[src/rtl/mips_iter_divider_pkg.sv]
// rtl/mips_iter_divider_pkg.sv - shared definitions for the iterative divider
//
// Contents:
//   DIV_DEFAULT_W  default operand width
//   div_state_t    divider FSM state encoding
//   div_cnt_w()    width of the step counter for a given operand width
package mips_iter_divider_pkg;

  localparam int DIV_DEFAULT_W = 32;

  typedef enum logic [1:0] {
    DIV_IDLE = 2'd0,
    DIV_CALC = 2'd1,
    DIV_DONE = 2'd2
  } div_state_t;

  // Counter must index steps 0..w-1; never narrower than one bit.
  function automatic int div_cnt_w(input int w);
    return (w <= 2) ? 1 : $clog2(w);
  endfunction

endpackage

[src/rtl/mips_iter_divider_div_step.sv]
// rtl/mips_iter_divider_div_step.sv - one combinational restoring-division step
//
// Ports:
//   r        current partial remainder (always < divisor between steps)
//   q_msb    next dividend bit shifted into the remainder
//   divisor  divisor magnitude
//   r_next   partial remainder after this step
//   q_bit    quotient bit produced by this step
module mips_iter_divider_div_step #(
  parameter int DATA_W = 32
) (
  input  logic [DATA_W-1:0] r,
  input  logic              q_msb,
  input  logic [DATA_W-1:0] divisor,
  output logic [DATA_W-1:0] r_next,
  output logic              q_bit
);

  // The trial value needs one extra bit: r can be up to divisor-1, so
  // {r, q_msb} may exceed DATA_W bits before the subtraction.
  logic [DATA_W:0]   trial;
  logic [DATA_W-1:0] diff;

  assign trial  = {r, q_msb};
  assign q_bit  = (trial >= {1'b0, divisor});
  // When the subtraction succeeds the result is < divisor, so the low
  // DATA_W bits of the modular difference are exact.
  assign diff   = trial[DATA_W-1:0] - divisor;
  assign r_next = q_bit ? diff : trial[DATA_W-1:0];

endmodule

[src/rtl/mips_iter_divider.sv]
// rtl/mips_iter_divider.sv - multi-cycle restoring divider for MIPS DIV/DIVU
//
// Ports:
//   clk, resetn          clock, asynchronous active-low reset
//   cancel               pipeline flush; drops any operation in flight
//   s_axis_dividend_*    dividend operand channel (tdata/tvalid/tready)
//   s_axis_divisor_*     divisor operand channel (tdata/tvalid/tready)
//   m_axis_dout_tdata    {quotient, remainder}, held until the next result
//   m_axis_dout_tvalid   one-cycle result pulse, no back-pressure
//   busy                 an operand is held or a division is running
module mips_iter_divider
  import mips_iter_divider_pkg::*;
#(
  parameter int DATA_W = DIV_DEFAULT_W,
  parameter bit SIGNED = 1'b1
) (
  input  logic                  clk,
  input  logic                  resetn,
  input  logic                  cancel,
  input  logic [DATA_W-1:0]     s_axis_dividend_tdata,
  input  logic                  s_axis_dividend_tvalid,
  output logic                  s_axis_dividend_tready,
  input  logic [DATA_W-1:0]     s_axis_divisor_tdata,
  input  logic                  s_axis_divisor_tvalid,
  output logic                  s_axis_divisor_tready,
  output logic [2*DATA_W-1:0]   m_axis_dout_tdata,
  output logic                  m_axis_dout_tvalid,
  output logic                  busy
);

  localparam int               CNT_W    = div_cnt_w(DATA_W);
  localparam logic [CNT_W-1:0] CNT_LAST = CNT_W'(DATA_W - 1);

  div_state_t          state;
  logic                ready_en;   // low in reset, high from the first edge after
  logic                dvd_full;
  logic                dvs_full;
  logic [DATA_W-1:0]   dvd_slot;
  logic [DATA_W-1:0]   dvs_slot;
  logic [DATA_W-1:0]   rem;        // partial remainder
  logic [DATA_W-1:0]   quo;        // dividend bits shift out, quotient bits shift in
  logic [DATA_W-1:0]   dvs_mag;
  logic [CNT_W-1:0]    cnt;
  logic                sign_q;
  logic                sign_r;
  logic [2*DATA_W-1:0] dout;

  logic                accept_open;
  logic                hs_dvd;
  logic                hs_dvs;
  logic                both_ready;
  logic [DATA_W-1:0]   dvd_now;
  logic [DATA_W-1:0]   dvs_now;
  logic                dvd_neg;
  logic                dvs_neg;
  logic [DATA_W-1:0]   dvd_mag_now;
  logic [DATA_W-1:0]   dvs_mag_now;
  logic [DATA_W-1:0]   step_r;
  logic                step_q;
  logic [DATA_W-1:0]   q_last;
  logic [DATA_W-1:0]   q_out;
  logic [DATA_W-1:0]   r_out;

  // Operand acceptance
  assign accept_open            = ready_en & (state == DIV_IDLE) & ~cancel;
  assign s_axis_dividend_tready = accept_open & ~dvd_full;
  assign s_axis_divisor_tready  = accept_open & ~dvs_full;

  assign hs_dvd = s_axis_dividend_tvalid & s_axis_dividend_tready;
  assign hs_dvs = s_axis_divisor_tvalid & s_axis_divisor_tready;

  // An operand arriving on the same edge as the other slot filling still
  // starts the division, so take it straight from the bus in that case.
  assign both_ready = (dvd_full | hs_dvd) & (dvs_full | hs_dvs);
  assign dvd_now    = dvd_full ? dvd_slot : s_axis_dividend_tdata;
  assign dvs_now    = dvs_full ? dvs_slot : s_axis_divisor_tdata;

  // Magnitudes; -(most negative) wraps to itself, which is the correct
  // unsigned magnitude.
  assign dvd_neg     = SIGNED && dvd_now[DATA_W-1];
  assign dvs_neg     = SIGNED && dvs_now[DATA_W-1];
  assign dvd_mag_now = dvd_neg ? (~dvd_now + 1'b1) : dvd_now;
  assign dvs_mag_now = dvs_neg ? (~dvs_now + 1'b1) : dvs_now;

  mips_iter_divider_div_step #(
    .DATA_W (DATA_W)
  ) u_step (
    .r       (rem),
    .q_msb   (quo[DATA_W-1]),
    .divisor (dvs_mag),
    .r_next  (step_r),
    .q_bit   (step_q)
  );

  // Final quotient/remainder as they will look after the last step.
  always_comb begin
    q_last = {quo[DATA_W-2:0], step_q};
    q_out  = sign_q ? (~q_last + 1'b1) : q_last;
    r_out  = sign_r ? (~step_r + 1'b1) : step_r;
  end

  always_ff @(posedge clk or negedge resetn) begin
    if (!resetn) begin
      state    <= DIV_IDLE;
      ready_en <= 1'b0;
      dvd_full <= 1'b0;
      dvs_full <= 1'b0;
      dvd_slot <= '0;
      dvs_slot <= '0;
      rem      <= '0;
      quo      <= '0;
      dvs_mag  <= '0;
      cnt      <= '0;
      sign_q   <= 1'b0;
      sign_r   <= 1'b0;
      dout     <= '0;
    end else begin
      ready_en <= 1'b1;
      if (cancel) begin
        state    <= DIV_IDLE;
        dvd_full <= 1'b0;
        dvs_full <= 1'b0;
        cnt      <= '0;
      end else begin
        case (state)
          DIV_IDLE: begin
            if (hs_dvd) begin
              dvd_slot <= s_axis_dividend_tdata;
              dvd_full <= 1'b1;
            end
            if (hs_dvs) begin
              dvs_slot <= s_axis_divisor_tdata;
              dvs_full <= 1'b1;
            end
            if (both_ready) begin
              state   <= DIV_CALC;
              sign_q  <= dvd_neg ^ dvs_neg;
              sign_r  <= dvd_neg;
              rem     <= '0;
              quo     <= dvd_mag_now;
              dvs_mag <= dvs_mag_now;
              cnt     <= '0;
            end
          end
          DIV_CALC: begin
            rem <= step_r;
            quo <= q_last;
            cnt <= cnt + 1'b1;
            if (cnt == CNT_LAST) begin
              state <= DIV_DONE;
              dout  <= {q_out, r_out};
            end
          end
          DIV_DONE: begin
            dvd_full <= 1'b0;
            dvs_full <= 1'b0;
            state    <= DIV_IDLE;
          end
          default: state <= DIV_IDLE;
        endcase
      end
    end
  end

  // A flush landing in the result cycle must still kill the pulse.
  assign m_axis_dout_tvalid = (state == DIV_DONE) & ~cancel;
  assign m_axis_dout_tdata  = dout;
  assign busy               = (state != DIV_IDLE) | dvd_full | dvs_full;

endmodule

[config.mk]
export PLATFORM = sky130hd
export DESIGN_NAME = mips_iter_divider
export DESIGN_NICKNAME = d
export VERILOG_FILES = /design/src/rtl/mips_iter_divider_pkg.sv /design/src/rtl/mips_iter_divider_div_step.sv /design/src/rtl/mips_iter_divider.sv
export SDC_FILE = /design/constraint.sdc
export NUM_CORES = 1
export LEC_CHECK = 0
export BUFFER_PORTS_ARGS = -buffer_cell sky130_fd_sc_hd__buf_4
export CELL_PAD_IN_SITES_DETAIL_PLACEMENT = 0
export CELL_PAD_IN_SITES_GLOBAL_PLACEMENT = 1
export CORE_ASPECT_RATIO = 1.1
export CORE_UTILIZATION = 50
export DETAILED_ROUTE_END_ITERATION = 12
export PLACE_DENSITY = 0.89
export SYNTH_ARGS = -nofsm -noshare
export SYNTH_HDL_FRONTEND = slang
export SYNTH_SLANG_ARGS = --single-unit
[constraint.sdc]
create_clock -name clk -period 8.39 [get_ports clk]
set_input_delay 1.2585 -clock clk [delete_from_list [all_inputs] [get_ports clk]]
set_output_delay 1.2585 -clock clk [all_outputs]
set_load 0.05 [all_outputs]
==> flow_metrics.tcl <==
set metrics [dict create \
    root_buffer "clkbuf_16" \
    routed_via_density 5.89 \
    clkPwrFrac_pct 15.2 \
    layout.nets 1981 \
    min_from "m_axis_dout_tdata[57]" \
    p_leak_nw 7.78 \
    cts.path.max_buffers 3 \
    postCtsHoldBufs 0 \
    cts_buffers 27 \
    design.core.area_sq_mm 0.0306 \
    synth_largest_area_cell "dfrtp_1" \
    yosysSeqAreaShare_pct 37.9 \
    grt_max_degree 107 \
    comb_power_share_pct 62.2 \
    synthFlopType "dfrtp_1" \
    dieWidth_um 170 \
    min_period_ns 5.65 \
    yosys_warnings 0 \
    p_int_w 0.00385 \
    synthMuxAreaShare_pct 10.3 \
    drtIter0Drc 938 \
    tns_ns 0 \
    io_pins 137 \
    ys_async_sr_fraction_pct 100 \
    synth_area_sq_mm 0.0156 \
    min_path_type "flop to flop" \
    maxSlewHeadroom_pct 21.3 \
    first_pass_iters 5 \
    cts_tree "built" \
    synth-seq-cells 236 \
    hpwl_um 32500 \
    nFillCells 2823 \
    crit_path_start_kind "flop" \
    fmax_mhz 177 \
    die_y_um 187 \
    routedWlPerCell_um 18.8 \
    drtAntennaViolNets 0 \
    worstMarginPinSlew_ns 1.18 \
    setup_viol 0 \
    cp_max_fo 23 \
    power_frac_seq_pct 22.7 \
    via_count 13579 \
    end_kind "flop" \
    drive_above_1_share_pct 16.2 \
    r2r_start "rem[17]" \
    register_area_sq_mm 0.00591 \
    synth_nets 1902 \
    power_density_mw_per_mm2 442 \
    num_antenna_cells 0 \
    post_cts_resized 0 \
    status "finished, final reports clean" \
    critical_path_class "flop to flop" \
    ir_drop_mv 0.346 \
    grt_pass1_vias 12749 \
    track_usage_pct 27.7 \
    synth-compound-area-share_pct 20.2 \
    slew_viol_final 0 \
    avgSynthCellArea_sq_um 8.68 \
    cts_num_sinks 236 \
    swShare_pct 51.0 \
    clk_pin_slew_worst_paths_ns 0.06 \
    post_cts_buffers 0 \
    area_delta_synth_final_pct 13.9 \
    netlist_top_cells_area "dfrtp_1 (38%), o21ai_0 (6.8%), nand2_1 (6.0%)" \
    clock_latency_ns 0.57 \
    cap_violations 0 \
    yosys-top-cells-count "nand2_1 (251), dfrtp_1 (236), o21ai_0 (212), nor2_1 (113), a21oi_1 (109)" \
    antenna_found_initial 0 \
    fin_util_pct 58.0 \
    synthXorXnorAreaFrac_pct 6.92 \
    drc 0 \
    synth.distinct_cells 86 \
    overflow 0 \
    wl_um 43400 \
    switchingPower_w 0.00400 \
    cp-startpoint "rem[17]" \
    finalCritPeriodShare_pct 67.4 \
    synth-edff-count 0 \
    finClkSkew_ns 0.0132 \
    yosysMostFrequentCell "nand2_1" \
    grt_pass1_wl_um 70400 \
    cp_data_arrival_time_ns 6.10 \
    die_area_sq_mm 0.0319 \
    synth_top_area_share_pct 37.9 \
    rows 67 \
    gp_congestion 0.956 \
    yosys.area_share.simple_pct 17.5 \
    rsz0062_at_grt "false" \
    hold_viol_final 0 \
    initial_core_util_pct 50.9 \
    cp.required_ns 8.84 \
    io_buffers 136 \
    htree_levels 1 \
    multiInputGateArea_sq_mm 0.00908 \
    synth_fa_ha_area_share_pct 3.18 \
    synth_top_family_by_area "compound AO/OA/AOI/OAI gates" \
    synth_cells 1794 \
]
## registers in the layout (all words and copies together) (netlist names)
| name | count |
|---|---|
| m_axis_dout_tdata | 64 |
| sign_q | 1 |
| state | 2 |
| rem | 32 |
| dvd_full | 1 |
| dvs_mag | 32 |
| dvs_full | 1 |
| cnt | 5 |
| dvs_slot | 32 |
| sign_r | 1 |
| ready_en | 1 |
| quo | 32 |
| dvd_slot | 32 |
## worst paths after layout
path                                         end  depth (start not counted)  slack (ns)
setup / recovery           m_axis_dout_tdata[26]                         18        2.74
hold / removal             m_axis_dout_tdata[57]                          2        0.48
setup reg to reg           m_axis_dout_tdata[26]                         18        2.74
hold reg to reg            m_axis_dout_tdata[57]                          2        0.48
max in group asynchronous               dvd_full                          2        6.05
min in group asynchronous  m_axis_dout_tdata[54]                          1        0.72
## power by group through the flow
| stage | clock, W | combinational [W] | sequential [W] |
|---|---|---|---|
| after floorplan | 0 | 0.00358 | 0.00165 |
| after global placement | 0 | 0.00478 | 0.00176 |
| after detailed placement | 0 | 0.00479 | 0.00179 |
| after CTS | 0.00122 | 0.00481 | 0.00177 |
| after global routing | 0.00126 | 0.00530 | 0.00183 |
| final | 0.00119 | 0.00488 | 0.00178 |
## layer usage
| metal | share of wire, % | vias to the layer above | GRT usage (%) |
|---|---|---|---|
| li1 | - | 6618 | - |
| met1 | 48 | 6472 | 42.3 |
| met2 | 44 | 436 | 42.0 |
| met3 | 6.4 | 53 | 2.98 |
| met4 | 2.0 | 0 | 6.38 |
| met5 | 0 | - | 0 |
## worst max-delay path: stages, from the launching register on
cell       delay, ns
dfrtp_1         0.43
ha_1            0.53
nand4_1         0.23
nor4_1          0.45
a32oi_1         0.16
a21oi_1         0.34
or2_2           0.20
buf_4           0.30
inv_4           0.05
mux2i_1         0.27
ha_1            0.28
nand2_1         0.11
a2111oi_2       0.27
nand4_1         0.17
mux2i_1         0.34
nand4_1         0.30
or4_1           0.58
o2111a_1        0.27
a221o_1         0.26
## stage by stage
| step | hold WS (ns) | instance area (sq um) | cells | setup slack, ns | total power, W |
|---|---|---|---|---|---|
| global placement | 0.463 | 16800 | 2258 | 3.11 | 0.00654 |
| finish | 0.477 | 17700 | 2305 | 2.74 | 0.00785 |
| global route | 0.498 | 17700 | 2305 | 2.47 | 0.00839 |
| detailed placement | 0.472 | 16800 | 2258 | 2.94 | 0.00658 |
| CTS | 0.485 | 17700 | 2305 | 2.88 | 0.00779 |
| floorplan | 0.443 | 15600 | 1794 | 3.30 | 0.00523 |
## cells in the final DEF (no fill, tap or decap), types with 8 or more instances in the layout
master	instances
nor3b_1	16
nand2b_1	10
o211ai_1	15
o21ai_0	212
clkbuf_16	27
buf_4	150
a211oi_1	11
nand4_1	20
o21ai_1	11
dfrtp_1	234
nand3_1	26
a21o_1	14
o31ai_1	25
nor2_1	112
xnor2_1	56
o21a_1	11
a31oi_1	14
o41ai_1	8
or3_1	27
mux2_2	72
ha_1	38
or2_2	12
and3_1	11
nor4_1	16
or4_1	9
mux2i_1	79
nor3_1	42
inv_1	50
xor2_1	67
a21oi_1	109
nand2_1	249
## final cells by class
type | instances | area share [%]
timing repair buffer | 151 | 6.43
tap | 414 | 2.92
clock buffer | 36 | 4.28
clock inverter | 11 | 0.748
sequential | 236 | 33.3
multi-input combinational | 1405 | 51.2
inverter | 52 | 1.11
## logic make-up after synthesis
logic type / Yosys count
xor+xnor: 123
buf+inv: 153
other cells: 1
flops: 236
compound gates: 508
fa+ha+maj: 39
mux: 151
simple gates: 583
Power figures use the tool's default switching activity.
